## config.mk

```make
export PLATFORM = sky130hd
export DESIGN_NAME = conv_tile_seq_flat
export DESIGN_NICKNAME = d
export VERILOG_FILES = /design/src/rtl/conv_tile_seq_if.sv /design/src/rtl/conv_tile_seq.sv /design/src/flat_wrapper.sv
export SDC_FILE = /design/constraint.sdc
export NUM_CORES = 1
export LEC_CHECK = 0
export ABC_AREA = 0
export CAP_MARGIN = 0
export CORE_UTILIZATION = 35
export DETAILED_ROUTE_END_ITERATION = 12
export MAX_ROUTING_LAYER = met4
export PLACE_DENSITY = 0.7
export SLEW_MARGIN = 10
export SYNTH_ARGS = -nofsm -noshare
export SYNTH_HDL_FRONTEND = slang
export SYNTH_SLANG_ARGS = --single-unit
```

## constraint.sdc

```tcl
create_clock -name clk -period 4.1 [get_ports clk]
set_input_delay 0.82 -clock clk [delete_from_list [all_inputs] [get_ports clk]]
set_output_delay 0.82 -clock clk [all_outputs]
set_load 0.01 [all_outputs]
```

## src/rtl/conv_tile_seq_if.sv

```systemverilog
`default_nettype none
// ============================================================================
// Module  : conv_tile_seq_if
// Brief   : Bundle of config, weight-source, xmem and core_ctrl signals
//           seen by the convolution tile sequencer.
//           master = sequencer side, slave = host/source/core side.
// Revision: 1.0 - initial release
// ============================================================================
interface conv_tile_seq_if #(
  parameter int TILE_W = 4,
  parameter int SRC_AW = 16,
  parameter int ADDR_W = 11
);
  // host configuration
  logic              cfg_start;
  logic              cfg_abort;
  logic [TILE_W-1:0] cfg_n_tiles;
  logic              busy;
  logic              done;
  // external weight source
  logic              wsrc_req;
  logic [SRC_AW-1:0] wsrc_addr;
  logic [31:0]       wsrc_data;
  logic              wsrc_valid;
  // xmem write port
  logic              xmem_cen;
  logic              xmem_wen;
  logic [ADDR_W-1:0] xmem_addr;
  logic [31:0]       xmem_din;
  // core_ctrl control
  logic              core_rst;
  logic [3:0]        core_inst;
  logic [3:0]        core_kij;
  logic              core_done;

  modport master (
    input  cfg_start, cfg_abort, cfg_n_tiles, wsrc_data, wsrc_valid, core_done,
    output busy, done, wsrc_req, wsrc_addr, xmem_cen, xmem_wen, xmem_addr,
           xmem_din, core_rst, core_inst, core_kij
  );

  modport slave (
    output cfg_start, cfg_abort, cfg_n_tiles, wsrc_data, wsrc_valid, core_done,
    input  busy, done, wsrc_req, wsrc_addr, xmem_cen, xmem_wen, xmem_addr,
           xmem_din, core_rst, core_inst, core_kij
  );
endinterface
`default_nettype wire

```

## src/rtl/conv_tile_seq.sv

```systemverilog
`default_nettype none
// ============================================================================
// Module  : conv_tile_seq
// Brief   : Per-layer sequencer for core_ctrl. For each output-channel tile
//           it clears psum memory, then for every kij soft-resets the core,
//           loads the kernel slice from the weight source into xmem and runs
//           the core via start/done, and finally drains the psums.
//           Optional macro SEQ_PERF_CNT_EN adds the o_perf_wait stall counter.
// Revision: 1.0 - initial release
// ============================================================================
module conv_tile_seq #(
  parameter int K        = 3,
  parameter int COL      = 8,
  parameter int LEN_NIJ  = 16,
  parameter int ADDR_W   = 11,
  parameter int WGT_BASE = 1024,
  parameter int RST_CYC  = 5,
  parameter int TILE_W   = 4,
  parameter int SRC_AW   = 16
) (
  input  wire              clk,
  input  wire              reset,
  conv_tile_seq_if.master  bus
`ifdef SEQ_PERF_CNT_EN
  ,
  output logic [31:0]      o_perf_wait
`endif
);

  localparam int KK    = K * K;
  localparam int CNT_W = $clog2(LEN_NIJ + RST_CYC + 3);
  localparam int W_W   = $clog2(COL) + 1;

  typedef enum logic [2:0] {
    S_IDLE   = 3'd0,
    S_CLEAR  = 3'd1,
    S_PRERST = 3'd2,
    S_WLOAD  = 3'd3,
    S_RUN    = 3'd4,
    S_RUNLOW = 3'd5,
    S_DRAIN  = 3'd6,
    S_FIN    = 3'd7
  } state_t;

  state_t            r_state;
  logic [TILE_W-1:0] r_tiles;
  logic [TILE_W-1:0] r_tile;
  logic [3:0]        r_kij;
  logic [W_W-1:0]    r_w;
  logic [CNT_W-1:0]  r_cnt;
  logic              r_wdone;

  logic              r_busy;
  logic              r_done;
  logic              r_wsrc_req;
  logic [SRC_AW-1:0] r_wsrc_addr;
  logic              r_xmem_cen;
  logic              r_xmem_wen;
  logic [ADDR_W-1:0] r_xmem_addr;
  logic [31:0]       r_xmem_din;
  logic              r_core_rst;
  logic [3:0]        r_core_inst;
  logic [3:0]        r_core_kij;

  logic [SRC_AW-1:0] w_slice_base;
  logic [3:0]        w_kij_inc;
  logic [TILE_W:0]   w_tile_inc;

  // first weight-source word of the current (tile, kij) slice
  assign w_slice_base = SRC_AW'((32'(r_tile) * 32'(KK) + 32'(r_kij)) * 32'(COL));
  assign w_kij_inc    = r_kij + 4'd1;
  assign w_tile_inc   = {1'b0, r_tile} + (TILE_W+1)'(1);

  assign bus.busy      = r_busy;
  assign bus.done      = r_done;
  assign bus.wsrc_req  = r_wsrc_req;
  assign bus.wsrc_addr = r_wsrc_addr;
  assign bus.xmem_cen  = r_xmem_cen;
  assign bus.xmem_wen  = r_xmem_wen;
  assign bus.xmem_addr = r_xmem_addr;
  assign bus.xmem_din  = r_xmem_din;
  assign bus.core_rst  = r_core_rst;
  assign bus.core_inst = r_core_inst;
  assign bus.core_kij  = r_core_kij;

  // Layer sequencing FSM; every output is set on the edge that enters the
  // state it belongs to, so each phase length equals its state residency.
  always_ff @(posedge clk or posedge reset) begin
    if (reset) begin
      r_state     <= S_IDLE;
      r_tiles     <= '0;
      r_tile      <= '0;
      r_kij       <= '0;
      r_w         <= '0;
      r_cnt       <= '0;
      r_wdone     <= 1'b0;
      r_busy      <= 1'b0;
      r_done      <= 1'b0;
      r_wsrc_req  <= 1'b0;
      r_wsrc_addr <= '0;
      r_xmem_cen  <= 1'b1;
      r_xmem_wen  <= 1'b1;
      r_xmem_addr <= '0;
      r_xmem_din  <= '0;
      r_core_rst  <= 1'b0;
      r_core_inst <= '0;
      r_core_kij  <= '0;
    end else begin
      // single-cycle strobes fall back to idle unless re-asserted below
      r_done     <= 1'b0;
      r_xmem_cen <= 1'b1;
      r_xmem_wen <= 1'b1;

      if (bus.cfg_abort && (r_state != S_IDLE)) begin
        // abort wins over every transition and never produces done
        r_state     <= S_IDLE;
        r_busy      <= 1'b0;
        r_wsrc_req  <= 1'b0;
        r_wdone     <= 1'b0;
        r_core_rst  <= 1'b0;
        r_core_inst <= '0;
      end else begin
        case (r_state)
          S_IDLE: begin
            if (bus.cfg_start) begin
              r_tiles <= bus.cfg_n_tiles;
              r_tile  <= '0;
              r_kij   <= '0;
              r_cnt   <= '0;
              r_busy  <= 1'b1;
              if (bus.cfg_n_tiles == '0) begin
                r_state <= S_FIN;
              end else begin
                r_state     <= S_CLEAR;
                r_core_inst <= 4'b0010;
              end
            end
          end

          S_CLEAR: begin
            if (r_cnt == CNT_W'(LEN_NIJ + 1)) begin
              r_cnt       <= '0;
              r_state     <= S_PRERST;
              r_core_rst  <= 1'b1;
              r_core_kij  <= r_kij;
              r_core_inst <= {1'b0, r_kij[0], 2'b00};
            end else begin
              r_cnt <= r_cnt + CNT_W'(1);
            end
          end

          S_PRERST: begin
            if (r_cnt == CNT_W'(RST_CYC - 1)) begin
              r_core_rst <= 1'b0;
            end
            if (r_cnt == CNT_W'(RST_CYC)) begin
              r_cnt       <= '0;
              r_state     <= S_WLOAD;
              r_w         <= '0;
              r_wdone     <= 1'b0;
              r_wsrc_req  <= 1'b1;
              r_wsrc_addr <= w_slice_base;
            end else begin
              r_cnt <= r_cnt + CNT_W'(1);
            end
          end

          S_WLOAD: begin
            if (r_wdone) begin
              // last xmem write has been on the bus for one cycle
              r_state        <= S_RUN;
              r_core_inst[0] <= 1'b1;
            end else if (r_wsrc_req && bus.wsrc_valid) begin
              r_xmem_cen  <= 1'b0;
              r_xmem_wen  <= 1'b0;
              r_xmem_addr <= ADDR_W'(WGT_BASE) + ADDR_W'(r_w);
              r_xmem_din  <= bus.wsrc_data;
              if (r_w == W_W'(COL - 1)) begin
                r_wsrc_req <= 1'b0;
                r_wdone    <= 1'b1;
              end else begin
                r_w         <= r_w + W_W'(1);
                r_wsrc_addr <= r_wsrc_addr + SRC_AW'(1);
              end
            end
          end

          S_RUN: begin
            if (bus.core_done) begin
              r_core_inst[0] <= 1'b0;
              r_state        <= S_RUNLOW;
            end
          end

          S_RUNLOW: begin
            if (r_kij != 4'(KK - 1)) begin
              r_kij       <= w_kij_inc;
              r_state     <= S_PRERST;
              r_core_rst  <= 1'b1;
              r_core_kij  <= w_kij_inc;
              r_core_inst <= {1'b0, w_kij_inc[0], 2'b00};
            end else begin
              r_cnt       <= '0;
              r_state     <= S_DRAIN;
              r_core_inst <= 4'b1000;
            end
          end

          S_DRAIN: begin
            if (r_cnt == CNT_W'(LEN_NIJ - 1)) begin
              r_cnt  <= '0;
              r_tile <= w_tile_inc[TILE_W-1:0];
              if (w_tile_inc < {1'b0, r_tiles}) begin
                r_kij       <= '0;
                r_state     <= S_CLEAR;
                r_core_inst <= 4'b0010;
              end else begin
                r_state     <= S_FIN;
                r_core_inst <= '0;
              end
            end else begin
              r_cnt <= r_cnt + CNT_W'(1);
            end
          end

          S_FIN: begin
            r_done  <= 1'b1;
            r_busy  <= 1'b0;
            r_state <= S_IDLE;
          end

          default: begin
            r_state <= S_IDLE;
          end
        endcase
      end
    end
  end

`ifdef SEQ_PERF_CNT_EN
  logic [31:0] r_perf_wait;
  logic        w_perf_inc;

  assign w_perf_inc = ((r_state == S_RUN) && !bus.core_done) ||
                      ((r_state == S_WLOAD) && r_wsrc_req && !bus.wsrc_valid);
  assign o_perf_wait = r_perf_wait;

  // Saturating stall counter: core wait cycles plus weight-source wait cycles
  always_ff @(posedge clk or posedge reset) begin
    if (reset) begin
      r_perf_wait <= '0;
    end else if ((r_state == S_IDLE) && bus.cfg_start) begin
      r_perf_wait <= '0;
    end else if (w_perf_inc && (r_perf_wait != '1)) begin
      r_perf_wait <= r_perf_wait + 32'd1;
    end
  end
`endif

endmodule
`default_nettype wire

```

## src/flat_wrapper.sv

```systemverilog
// flat-port wrapper written by rule: the top's interface ports become plain ports
module conv_tile_seq_flat 
#(
  parameter int K        = 3,
  parameter int COL      = 8,
  parameter int LEN_NIJ  = 16,
  parameter int ADDR_W   = 11,
  parameter int WGT_BASE = 1024,
  parameter int RST_CYC  = 5,
  parameter int TILE_W   = 4,
  parameter int SRC_AW   = 16
)
  (clk, reset, bus_cfg_start, bus_cfg_abort, bus_cfg_n_tiles, bus_wsrc_data, bus_wsrc_valid, bus_core_done, bus_busy, bus_done, bus_wsrc_req, bus_wsrc_addr, bus_xmem_cen, bus_xmem_wen, bus_xmem_addr, bus_xmem_din, bus_core_rst, bus_core_inst, bus_core_kij);
  conv_tile_seq_if #(.TILE_W(TILE_W), .SRC_AW(SRC_AW), .ADDR_W(ADDR_W)) bus_i ();
  input  wire clk;
  input  wire reset;
  input wire logic [$bits(bus_i.cfg_start)-1:0] bus_cfg_start;
  input wire logic [$bits(bus_i.cfg_abort)-1:0] bus_cfg_abort;
  input wire logic [$bits(bus_i.cfg_n_tiles)-1:0] bus_cfg_n_tiles;
  input wire logic [$bits(bus_i.wsrc_data)-1:0] bus_wsrc_data;
  input wire logic [$bits(bus_i.wsrc_valid)-1:0] bus_wsrc_valid;
  input wire logic [$bits(bus_i.core_done)-1:0] bus_core_done;
  output wire logic [$bits(bus_i.busy)-1:0] bus_busy;
  output wire logic [$bits(bus_i.done)-1:0] bus_done;
  output wire logic [$bits(bus_i.wsrc_req)-1:0] bus_wsrc_req;
  output wire logic [$bits(bus_i.wsrc_addr)-1:0] bus_wsrc_addr;
  output wire logic [$bits(bus_i.xmem_cen)-1:0] bus_xmem_cen;
  output wire logic [$bits(bus_i.xmem_wen)-1:0] bus_xmem_wen;
  output wire logic [$bits(bus_i.xmem_addr)-1:0] bus_xmem_addr;
  output wire logic [$bits(bus_i.xmem_din)-1:0] bus_xmem_din;
  output wire logic [$bits(bus_i.core_rst)-1:0] bus_core_rst;
  output wire logic [$bits(bus_i.core_inst)-1:0] bus_core_inst;
  output wire logic [$bits(bus_i.core_kij)-1:0] bus_core_kij;
  assign bus_i.cfg_start = bus_cfg_start;
  assign bus_i.cfg_abort = bus_cfg_abort;
  assign bus_i.cfg_n_tiles = bus_cfg_n_tiles;
  assign bus_i.wsrc_data = bus_wsrc_data;
  assign bus_i.wsrc_valid = bus_wsrc_valid;
  assign bus_i.core_done = bus_core_done;
  assign bus_busy = bus_i.busy;
  assign bus_done = bus_i.done;
  assign bus_wsrc_req = bus_i.wsrc_req;
  assign bus_wsrc_addr = bus_i.wsrc_addr;
  assign bus_xmem_cen = bus_i.xmem_cen;
  assign bus_xmem_wen = bus_i.xmem_wen;
  assign bus_xmem_addr = bus_i.xmem_addr;
  assign bus_xmem_din = bus_i.xmem_din;
  assign bus_core_rst = bus_i.core_rst;
  assign bus_core_inst = bus_i.core_inst;
  assign bus_core_kij = bus_i.core_kij;
  conv_tile_seq #(.K(K), .COL(COL), .LEN_NIJ(LEN_NIJ), .ADDR_W(ADDR_W), .WGT_BASE(WGT_BASE), .RST_CYC(RST_CYC), .TILE_W(TILE_W), .SRC_AW(SRC_AW)) u_core (.clk(clk), .reset(reset), .bus(bus_i));
endmodule
```

Yosys cells after proc, flatten, opt, wreduce, memory -nomap -nowiden
Index checks and enable logic that the tools add are counted.
{"block": "word_totals", "reg_bits": 97, "input_bits": 42, "output_inout_bits": 73, "elab_cells": 166}
{"block": "classes", "n_addsub": 7, "multipliers": 1, "order_cmp": 1, "n_eq_ne": 35, "muxes": 73, "n_bitwise": 2, "reduce_logical": 29}
{"op": "16-bit two-way mux", "n": 4}
{"op": "4-bit two-way mux", "n": 16}
{"op": "16-bit case mux with 2 select lines", "n": 1}
{"op": "3-bit two-way mux", "n": 10}
{"op": "5-bit two-way mux", "n": 5}
{"op": "5-bit case mux with 5 select lines", "n": 1}
{"op": "1-bit two-way mux", "n": 24}
{"op": "3-bit by 1-bit inequality test with 1-bit output (second input constant)", "n": 8}
{"op": "3-bit case mux with 8 select lines", "n": 1}
{"op": "4-bit case mux with 2 select lines", "n": 3}
{"op": "4-bit AND reduction", "n": 5}
{"op": "6-bit AND reduction", "n": 3}
{"op": "16-bit by 1-bit adder with 16-bit output (second input constant)", "n": 1}
{"op": "3-bit equality test (second input constant)", "n": 4}
{"op": "2-bit by 1-bit inequality test with 1-bit output (second input constant)", "n": 6}
{"op": "3-bit case mux with 4 select lines", "n": 1}
{"op": "4-bit case mux with 3 select lines", "n": 1}
{"op": "3-bit nonzero test", "n": 4}
{"op": "11-bit by 4-bit adder with 11-bit output (first input constant)", "n": 1}
{"op": "5-bit by 3-bit equality test with 1-bit output (second input constant)", "n": 2}
{"op": "5-bit AND reduction", "n": 2}
{"op": "5-bit nonzero test", "n": 2}
{"op": "8-bit by 4-bit adder with 9-bit output", "n": 1}
{"op": "3-bit by 2-bit inequality test with 1-bit output (second input constant)", "n": 3}
{"op": "27 further kinds", "n": 39}

Depth between registers and ports, before layout
Gate-level depths: netlist (run 1).
{"block": "depth", "word_depth": 6, "ltp_mapped": 9, "mapped_depth_nobuf": 9}

Least setup slack after synthesis (run 1)
OpenSTA, ideal clock, no wires.
{"block": "synth_path", "path_kind": "register to register", "start": "register u_core.r_tile[0]", "end": "register u_core.r_kij[0]", "setup_time_ns": 0.125, "arrival_ns": 2.104, "t_required_ns": 3.975, "setup_slack_ns": 1.871, "path_stages_with_launch": 9, "path_buffers": 0, "period_less_slack_ns": 2.229, "path_cell_list": "dfrtp_1 ha_1 xor2_1 ha_1 a21o_1 a31oi_1 o22ai_2 nor3_2 mux2_2"}
{"block": "synth_between", "elab_chain_cells": 4}
{"element": "start: declaration", "line": "conv_tile_seq.sv:47", "text": "logic [TILE_W-1:0] r_tile;"}
{"element": "start signal: assignment", "line": "conv_tile_seq.sv:212", "text": "r_tile <= w_tile_inc[TILE_W-1:0];"}
{"element": "4-bit by 1-bit adder with 5-bit output", "line": "conv_tile_seq.sv:72", "text": "assign w_tile_inc = {1'b0, r_tile} + (TILE_W+1)'(1);"}
{"element": "5-bit by 4-bit < comparator with 1-bit output", "line": "conv_tile_seq.sv:213", "text": "if (w_tile_inc < {1'b0, r_tiles}) begin"}
{"element": "2-bit by 1-bit inequality test with 1-bit output (no source line)"}
{"element": "6-bit AND reduction (no source line)"}
{"element": "end signal: assignment", "line": "conv_tile_seq.sv:197", "text": "r_kij <= w_kij_inc;"}
{"element": "end: declaration", "line": "conv_tile_seq.sv:48", "text": "logic [3:0] r_kij;"}
Every way passes these cells.
A chain may end at the register's enable or synchronous reset.

Final worst setup path (run 1)
{"block": "layout_path", "start": "input bus_cfg_abort", "end": "register u_core.r_cnt[3]"}
{"block": "layout_between", "elab_chain_cells": 3}
{"element": "start: declaration", "line": "flat_wrapper.sv:18", "text": "input wire logic [$bits(bus_i.cfg_abort)-1:0] bus_cfg_abort;"}
{"element": "1-bit logical AND", "line": "conv_tile_seq.sv:114", "text": "if (bus.cfg_abort && (r_state != S_IDLE)) begin"}
{"element": "1-bit NOT (no source line)"}
{"element": "4-bit AND reduction (no source line)"}
{"element": "end signal: assignment", "line": "conv_tile_seq.sv:148", "text": "r_cnt <= r_cnt + CNT_W'(1);"}
{"element": "end signal: assignment", "line": "conv_tile_seq.sv:164", "text": "r_cnt <= r_cnt + CNT_W'(1);"}
{"element": "end signal: assignment", "line": "conv_tile_seq.sv:222", "text": "r_cnt <= r_cnt + CNT_W'(1);"}
{"element": "end: declaration", "line": "conv_tile_seq.sv:50", "text": "logic [CNT_W-1:0] r_cnt;"}
Every way passes these cells.

==> flow_summary.toml, run 1 <==
[synth]
ys_ff_latch = 91
synth-main-ff-cell = "dfrtp_1"
yosysTopAreaCellShare_pct = 44.4
yosysUniqueCellTypes = 74
synth_top_area_cell = "dfrtp_1"
async_flop_share_pct = 100
synth_edf_count = 0
yosys_warnings = 0
synth_cells = 491
synth_area_sq_mm = 0.00507
seq_area_frac_synth_pct = 44.9
postSynthAreaPerCell_sq_um = 10.3
synth.area.top_cells = "dfrtp_1, mux2_2, ha_1"

[setup_path]
cp_data_arrival_time_ns = 3.05
r2r_end = "u_core.bus.xmem_din[4]"
r2r_slack_ns = 1.43
worstPathRequired_ns = 4.32
critPathLaunchType = "primary input"
crit_type = "primary input to flip-flop"
cp_max_fo = 18
crit_path_end_kind = "flip-flop"
r2r_start = "u_core.r_state[0]"
r2r_cells = 4

[power]
p_leak_nw = 2.89
power_mw = 3.69
ir_drop_mv = 0.255
power_density_mw_per_mm2 = 562

[sta]
finalMaxSlewViolations = 0
fmax_ghz = 0.354
period_needed_ns = 2.83
setup_viol_count_final = 0
slew_headroom_pct = 33.7
hold_viol_final = 0
rsz0062_at_grt = "no"
finalWorstSetupSlack_ns = 1.27
tightest_slew_ns = 0.994
fin_tns_setup_ns = 0
skew_ns = 0.00564
finalCritPeriodShare_pct = 68.9

[grt]
grt_pass1_vias = 4018
grt_max_degree = 59
antenna_found_initial = 0
grt_first_pass_wirelength_mm = 20.1
track_usage_pct = 17.8
grt-ovfl-total = 0

[die]
fp.dieW_microns = 122
design.die.area_sq_mm = 0.0150
start_util_pct = 36.3
fp-row-count = 43
ios = 115
die_h_microns = 122
core_area_sq_mm = 0.0140

[routing]
via_per_inst = 5.29
drt_iter0_markers = 298
routed_wirelength_mm = 12.3
drt.antenna.violating_nets = 0
wl_met2_mm = 5.68
maxUsedRoutingLayer = "met4"
first_pass_iters = 4
met3_length_microns = 576
vias = 4114
wire_per_inst_microns = 15.9
drt_drc_violations_left = 0
met1_length_mm = 5.75

[clock_network]
cts_sinks = 91
cts_root_buf = "clkbuf_16"
holdBufCountCts = 0
clock_path_buffers = 2
cts_buffers = 9
cts-resized-gates = 0
insertion_delay_ns = 0.34
cts_tree = "built"
clkSlewWorstSetupHoldPaths_ns = 0.06
htreeDepth = 3
post_cts_buffers = 0

[final_layout]
diodes = 0
fill_cells = 1282
syn2layout_area_growth_pct = 29.4
drive_above_1_share_pct = 13.0
nNetsFinal = 661

[placed_design]
pre_cts_ws_ns = 0.944
place_congestion = 0.912
dp_hpwl_mm = 9.09
io_buffers = 108

[job]
cap_violations = 0

[hold_path]
min_path_cells = 1
min-delay-start = "u_core.bus.xmem_addr[10]"
hold_end = "u_core.bus.xmem_addr[10]"
hp-class = "flip-flop to flip-flop"

[status]
outcome = "completed"
-- worst max-delay path by stage --
stage | slack [ns] | start | endpoint
finish | 1.27 | bus_cfg_abort | u_core.r_cnt[3]
global route | 1.11 | bus_cfg_abort | u_core.r_cnt[3]
CTS | 1.31 | bus_cfg_abort | u_core.r_cnt[3]
detailed placement | 0.94 | bus_cfg_abort | u_core.r_cnt[3]
global placement | 1.05 | bus_cfg_abort | u_core.r_cnt[3]
floorplan | 0.92 | reset | u_core.bus.busy
-- power breakdown --
part | switching, mW | total [mW] | internal (mW)
combinational | 0.654 | 1.42 | 0.764
clock | 0.352 | 0.841 | 0.489
sequential | 0.277 | 1.43 | 1.15
total | 1.28 | 3.69 | 2.40
-- flip-flops by register name (all words and copies together), names as in the netlist, 3 cells and up --
name and cells:
u_core.bus.wsrc_addr 16, u_core.bus.core_inst 4, u_core.bus.core_kij 4, u_core.bus.xmem_addr 5
u_core.r_w 4, u_core.r_kij 4, u_core.r_state 3, u_core.r_cnt 5
u_core.bus.xmem_din 32, u_core.r_tile 4, u_core.r_tiles 4
-- through the flow --
step / utilization [%] / hold WS (ns) / instance area (sq um) / instances
floorplan: - / 0.478 / 5090 / 496
global placement: 44.7 / 0.452 / 6260 / 762
detailed placement: 44.7 / 0.465 / 6260 / 762
CTS: 46.9 / 0.481 / 6560 / 778
global route: 46.9 / 0.501 / 6560 / 778
finish: 46.9 / 0.470 / 6560 / 778
-- cells in the final DEF (no fill, tap or decap), types with 3 or more instances in the layout --
cell	netlist	layout
a21oi_1	24	24
nand2_1	31	31
nor3_1	9	9
clkbuf_16	0	9
xnor2_1	5	5
inv_1	25	24
a21o_1	4	4
mux2i_1	4	4
a31oi_1	13	13
nor2_1	33	33
and3_1	5	5
nand4_1	6	6
o21ai_0	39	39
nand3b_1	4	4
o31ai_1	6	6
clkdlybuf4s50_1	0	108
mux2_2	38	38
nand2b_1	6	6
or3_1	3	3
nand3_1	19	19
o22ai_1	4	4
buf_4	12	5
a22o_1	3	3
dfrtp_1	90	90
clkinv_2	0	4
mux2_1	5	5
ha_1	25	25
nor2b_1	5	5
conb_1	1	6
xor2_1	3	3
or4_1	3	3
-- cells by family (layout without fill, tap and decap cells) --
kind of cell / count (synthesis) / count (layout) / share of synthesized area [%]
and+or+nand+nor: 145 / 145 / 15.6
adders and majority gates: 26 / 26 / 6.56
DFF: 91 / 91 / 44.9
xor gates and xnor gates: 8 / 8 / 1.38
AOI/OAI and AO/OA: 120 / 120 / 15.5
muxes: 47 / 47 / 10.3
buffers and inverters: 53 / 155 / 5.58
other: 1 / 6 / 0.0739
-- cell type report --
type / instances / area [sq um] / area share [%]
multi-input combinational: 352 / 2540 / 38.7
sequential: 91 / 2280 / 34.7
timing repair buffer: 113 / 1120 / 17.1
clock buffer: 10 / 239 / 3.64
tap: 180 / 225 / 3.43
inverter: 26 / 98.8 / 1.51
clock inverter: 6 / 62.6 / 0.954
-- metal layers --
metal	vias to the layer above	GRT usage (%)
met4	0	8.00
met2	130	26.5
met3	27	3.25
li1	1978	-
met5	-	-
met1	1979	23.5
-- cells in the mapped netlist, types with 7 or more instances --
cell     number
nor3_1        9
mux2_2       38
o21ai_0      39
inv_1        25
nor2_1       33
ha_1         25
a21oi_1      24
a31oi_1      13
dfrtp_1      90
buf_4        12
nand2_1      31
nand3_1      19
buf_2         7
-- critical path, cell delays in order --
cell,delay (ns)
clkdlybuf4s50_1,0.95
nor3_1,0.20
a2111oi_4,0.57
nor2_1,0.16
a221o_1,0.33
Note: power is estimated with default switching activity, not from simulation.
==> run 2, diff against run 1 <==
--- a/config.mk
+++ b/config.mk
@@ -10,7 +10,7 @@
 export CORE_UTILIZATION = 35
 export DETAILED_ROUTE_END_ITERATION = 12
 export MAX_ROUTING_LAYER = met4
-export PLACE_DENSITY = 0.7
+export PLACE_DENSITY = 0.72
 export SLEW_MARGIN = 10
 export SYNTH_ARGS = -nofsm -noshare
 export SYNTH_HDL_FRONTEND = slang
==> constraint.sdc (replaced) <==
create_clock -name clk -period 2.6 [get_ports clk]
set_input_delay 0.52 -clock clk [delete_from_list [all_inputs] [get_ports clk]]
set_output_delay 0.52 -clock clk [all_outputs]
set_load 0.01 [all_outputs]
==> flow_summary.toml, run 2 (synthesis results as in run 1) <==
[final_layout]
syn2layout_area_growth_pct = 32.4
fill_cells = 1272
nNetsFinal = 678
layout_common_cells = "clkdlybuf4s50_1, dfrtp_1, o21ai_0"
drive_above_1_share_pct = 15.3
diodes = 0
final_common_cell = "clkdlybuf4s50_1"
largest_register_ffs = 32

[power]
ir_drop_mv = 0.417
p_int_mw = 3.81
p_leak_nw = 2.96
p_switching_mw = 2.04
power_density_mw_per_mm2 = 871
swShare_pct = 34.9
pwr-share-clk_pct = 21.7
comb_power_share_pct = 41.0
seq_power_share_pct = 37.3

[grt]
grt-ovfl-total = 0
grt_first_pass_wirelength_mm = 19.7
track_usage_pct = 17.5
antenna_found_initial = 0
grt_pass1_vias = 3856
grt_max_degree = 61

[die]
fp.dieW_microns = 122
start_util_pct = 36.3
ios = 115
core_area_sq_mm = 0.0140
fp-row-count = 43
die_h_microns = 122
design.die.area_sq_mm = 0.0150

[sta]
skew_ns = 0.0120
setup_viol_count_final = 0
fmax_ghz = 0.419
finalCritPeriodShare_pct = 91.7
slew_headroom_pct = 53.8
period_needed_ns = 2.38
finalMaxSlewViolations = 0
fin_tns_setup_ns = 0
hold_viol_final = 0
hold_slack_ns = 0.468
rsz0062_at_grt = "no"
tightest_slew_ns = 0.688

[clock_network]
clkSlewWorstSetupHoldPaths_ns = 0.07
insertion_delay_ns = 0.35
cts-resized-gates = 0
cts_tree = "built"
clock_path_buffers = 2
post_cts_buffers = 0
cts_root_buf = "clkbuf_16"
cts_sinks = 91
htreeDepth = 3
holdBufCountCts = 0
cts_buffers = 9

[setup_path]
slowest_delay_ns = 0.43
worstPathRequired_ns = 2.83
cp_max_fo = 5
crit_type = "flip-flop to flip-flop"
cp_slowest_cell = "dfrtp_1"
cp_data_arrival_time_ns = 2.61
crit_path_end_kind = "flip-flop"
cp_common_cell = "ha_1"
critPathLaunchType = "flip-flop"
worstPathCellList = "ha_1, xor2_1, ha_1, a21o_1, a31oi_1, o21ai_0, o32a_1, mux2_1"

[hold_path]
hp-class = "flip-flop to flip-flop"

[placed_design]
dp_hpwl_mm = 9.18
io_buffers = 108
place_congestion = 0.958

[routing]
via_per_inst = 5.30
first_pass_iters = 5
wire_per_inst_microns = 15.5
drt.antenna.violating_nets = 0
routed_wirelength_mm = 12.3
drt_iter0_markers = 355
vias = 4217
drt_drc_violations_left = 0

[job]
cap_violations = 0

[status]
outcome = "completed"
-- run 2: changes by cell type in the layout (fill, tap and decap cells not counted) --
cell	change
buf_12	+3
buf_4	+14
clkbuf_1	+1
clkinvlp_4	+3
clkbuf_8	+1
clkinv_2	-4
bufinv_16	-1
-- run 2: stage by stage --
step                      utilization [%]  instances  cell area [sq um]  setup WS, ns  power [mW]
after global routing                 48.0        795               6720        0.0785        6.23
after detailed placement             45.9        779               6430         0.169        4.60
final                                48.0        795               6720         0.216        5.85
after global placement               45.9        779               6430         0.219        4.54
after CTS                            48.0        795               6720         0.224        5.89
after floorplan                         -        496               5090         0.371        3.48
-- run 2: cell type report --
cell class / count / area [sq um] / share of cell area, %
Timing Repair Buffer: 130 / 1280 / 19.1
Tap cell: 180 / 225 / 3.35
Clock inverter: 4 / 32.5 / 0.484
Multi-Input combinational cell: 352 / 2540 / 37.8
Clock buffer: 12 / 256 / 3.82
Sequential cell: 91 / 2280 / 33.9
Inverter: 26 / 101 / 1.51
-- run 2: worst paths after layout --
check / start / endpoint / slack (ns) / cells past startpoint
worst min register to register: u_core.bus.xmem_addr[10] / u_core.bus.xmem_addr[10] / 0.47 / 1
worst max register to register: u_core.r_tile[1] / u_core.r_state[1] / 0.22 / 8
worst min-delay path: u_core.bus.xmem_addr[10] / u_core.bus.xmem_addr[10] / 0.47 / 1
worst max-delay path: u_core.r_tile[1] / u_core.r_state[1] / 0.22 / 8
max in group asynchronous: reset / u_core.bus.xmem_cen / 1.62 / 3
min in group asynchronous: reset / u_core.r_cnt[0] / 0.62 / 3
-- run 2: routing by layer --
| metal | vias to the layer above | track usage, % | routed length, microns |
|---|---|---|---|
| met5 | - | - | 0 |
| met3 | 17 | 2.83 | 810 |
| met4 | 0 | 7.77 | 284 |
| li1 | 2014 | - | - |
| met2 | 166 | 26.6 | 5730 |
| met1 | 2020 | 22.9 | 5510 |
-- run 2: power by group through the flow --
stage / Sequential, mW / Clock (mW) / Combinational, mW
floorplan: 2.24 / 0 / 1.24
finish: 2.18 / 1.27 / 2.40
global route: 2.24 / 1.36 / 2.62
CTS: 2.18 / 1.30 / 2.41
global placement: 2.18 / 0 / 2.36
detailed placement: 2.20 / 0 / 2.40
-- run 2: critical path, delay by kind of cell (launching register included) --
kind	cells	cell delay, ns
compound gates	4	0.83
fa+ha+maj	2	0.56
flops	1	0.43
xor+xnor	1	0.16
mux	1	0.29
==> run 3, diff against run 2 <==
--- a/config.mk
+++ b/config.mk
@@ -7,10 +7,10 @@
 export LEC_CHECK = 0
 export ABC_AREA = 0
 export CAP_MARGIN = 0
-export CORE_UTILIZATION = 35
+export CORE_UTILIZATION = 40
 export DETAILED_ROUTE_END_ITERATION = 12
 export MAX_ROUTING_LAYER = met4
-export PLACE_DENSITY = 0.72
+export PLACE_DENSITY = 0.79
 export SLEW_MARGIN = 10
 export SYNTH_ARGS = -nofsm -noshare
 export SYNTH_HDL_FRONTEND = slang
==> flow_summary.toml, run 3 (synthesis results as in run 1) <==
[grt]
grt_max_degree = 57
grt_first_pass_wirelength_mm = 20.4
track_usage_pct = 20.3
grt_pass1_vias = 4330
grt-ovfl-total = 0
antenna_found_initial = 0

[power]
power_mw = 5.90
power_density_mw_per_mm2 = 888
ir_drop_mv = 0.541
p_leak_nw = 2.94

[clock_network]
clock_path_buffers = 2
cts_root_buf = "clkbuf_16"
cts_sinks = 91
clkSlewWorstSetupHoldPaths_ns = 0.07
htreeDepth = 3
cts-resized-gates = 0
cts_buffers = 9
cts_tree = "built"
insertion_delay_ns = 0.35

[sta]
slew_headroom_pct = 50.9
fmax_ghz = 0.413
setup_viol_count_final = 0
period_needed_ns = 2.42
finalMaxSlewViolations = 0
tightest_slew_ns = 0.736
hold_viol_final = 0
fin_tns_setup_ns = 0
finalWorstSetupSlack_ns = 0.179
skew_ns = 0.0122
rsz0062_at_grt = "no"
finalCritPeriodShare_pct = 93.1

[final_layout]
final_util_pct = 54.7
layout_common_cells = "clkdlybuf4s50_1, dfrtp_1, o21ai_0"
drive_above_1_share_pct = 14.7
syn2layout_area_growth_pct = 31.1
final_common_cell = "clkdlybuf4s50_1"
fill_cells = 1053
nNetsFinal = 674
diodes = 0
largest_register_ffs = 32

[placed_design]
place_congestion = 0.924
pre_cts_ws_ns = 0.128
io_buffers = 108
dp_hpwl_mm = 9.30

[routing]
vias = 4212
first_pass_iters = 4
wire_per_inst_microns = 16.0
via_per_inst = 5.41
drt_iter0_markers = 240
routed_wirelength_mm = 12.5
drt_drc_violations_left = 0
drt.antenna.violating_nets = 0

[die]
fp-row-count = 40
ios = 115
fp.dieW_microns = 115
core_area_sq_mm = 0.0122
design.die.area_sq_mm = 0.0131
die_h_microns = 115
start_util_pct = 41.7

[setup_path]
worstPathRequired_ns = 2.83
crit_path_end_kind = "flip-flop"
cp_max_fo = 7
critPathLaunchType = "flip-flop"
cp_data_arrival_time_ns = 2.65
crit_type = "flip-flop to flip-flop"

[job]
cap_violations = 0

[status]
outcome = "completed"

[hold_path]
hp-class = "flip-flop to flip-flop"
## run 3: changes by cell type in the layout (fill, tap and decap cells not counted)
cell and delta:
clkbuf_8 -2, inv_6 -1, clkinv_4 +1, bufinv_16 +1, buf_4 -1, inv_8 +1
buf_12 -3
## run 3: worst paths after layout
check                                          from                        to  slack (ns)  depth (start not counted)
setup / recovery                   u_core.r_tile[0]           u_core.r_kij[0]        0.18                          8
hold / removal             u_core.bus.xmem_addr[10]  u_core.bus.xmem_addr[10]        0.48                          1
setup reg to reg                   u_core.r_tile[0]           u_core.r_kij[0]        0.18                          8
hold reg to reg            u_core.bus.xmem_addr[10]  u_core.bus.xmem_addr[10]        0.48                          1
max in group asynchronous                     reset           u_core.r_cnt[3]        1.35                          3
min in group asynchronous                     reset             u_core.r_w[2]        0.64                          3
## run 3: power breakdown
part / internal [mW] / switching, mW
Combinational: 1.26 / 1.14
Sequential: 1.82 / 0.358
Clock: 0.755 / 0.566
## run 3: worst max-delay path, cell delays in order, from the launching register on
cell	delay, ns
dfrtp_1	0.46
ha_1	0.29
xor2_1	0.16
ha_1	0.30
a21o_1	0.17
a31oi_1	0.21
o22ai_2	0.18
nor3_2	0.18
mux2_2	0.35
## run 3: routing by layer
metal	share of wire (%)	GRT usage [%]	vias to the layer above
met5	0	-	-
met4	1.9	7.27	0
met3	7.3	4.39	21
met2	50	34.7	156
met1	41	23.7	2032
li1	-	-	2003
## run 3: repair_timing
item | in CTS | in global routing
setup endpoints to repair | 0 | 1
hold buffers | 0 | 0
buffers inserted | 0 | 0
## run 3: cell type report
type                       instances  area [sq um]  share of cell area (%)
clock buffer                      10           229                    3.45
sequential                        91          2280                    34.3
multi-input combinational        352          2540                    38.2
timing repair buffer             126          1220                    18.3
inverter                          26           101                    1.52
tap                              168           210                    3.16
clock inverter                     6          73.8                    1.11
## run 3: per-stage QoR
| stage | cell area (sq um) | hold slack (ns) | std cells |
|---|---|---|---|
| 2_1_floorplan | 5090 | 0.478 | 496 |
| 3_3_place_gp | 6340 | 0.457 | 763 |
| 3_5_place_dp | 6340 | 0.466 | 763 |
| 4_1_cts | 6650 | 0.483 | 779 |
| 5_1_grt | 6650 | 0.497 | 779 |
| 6_report | 6650 | 0.478 | 779 |
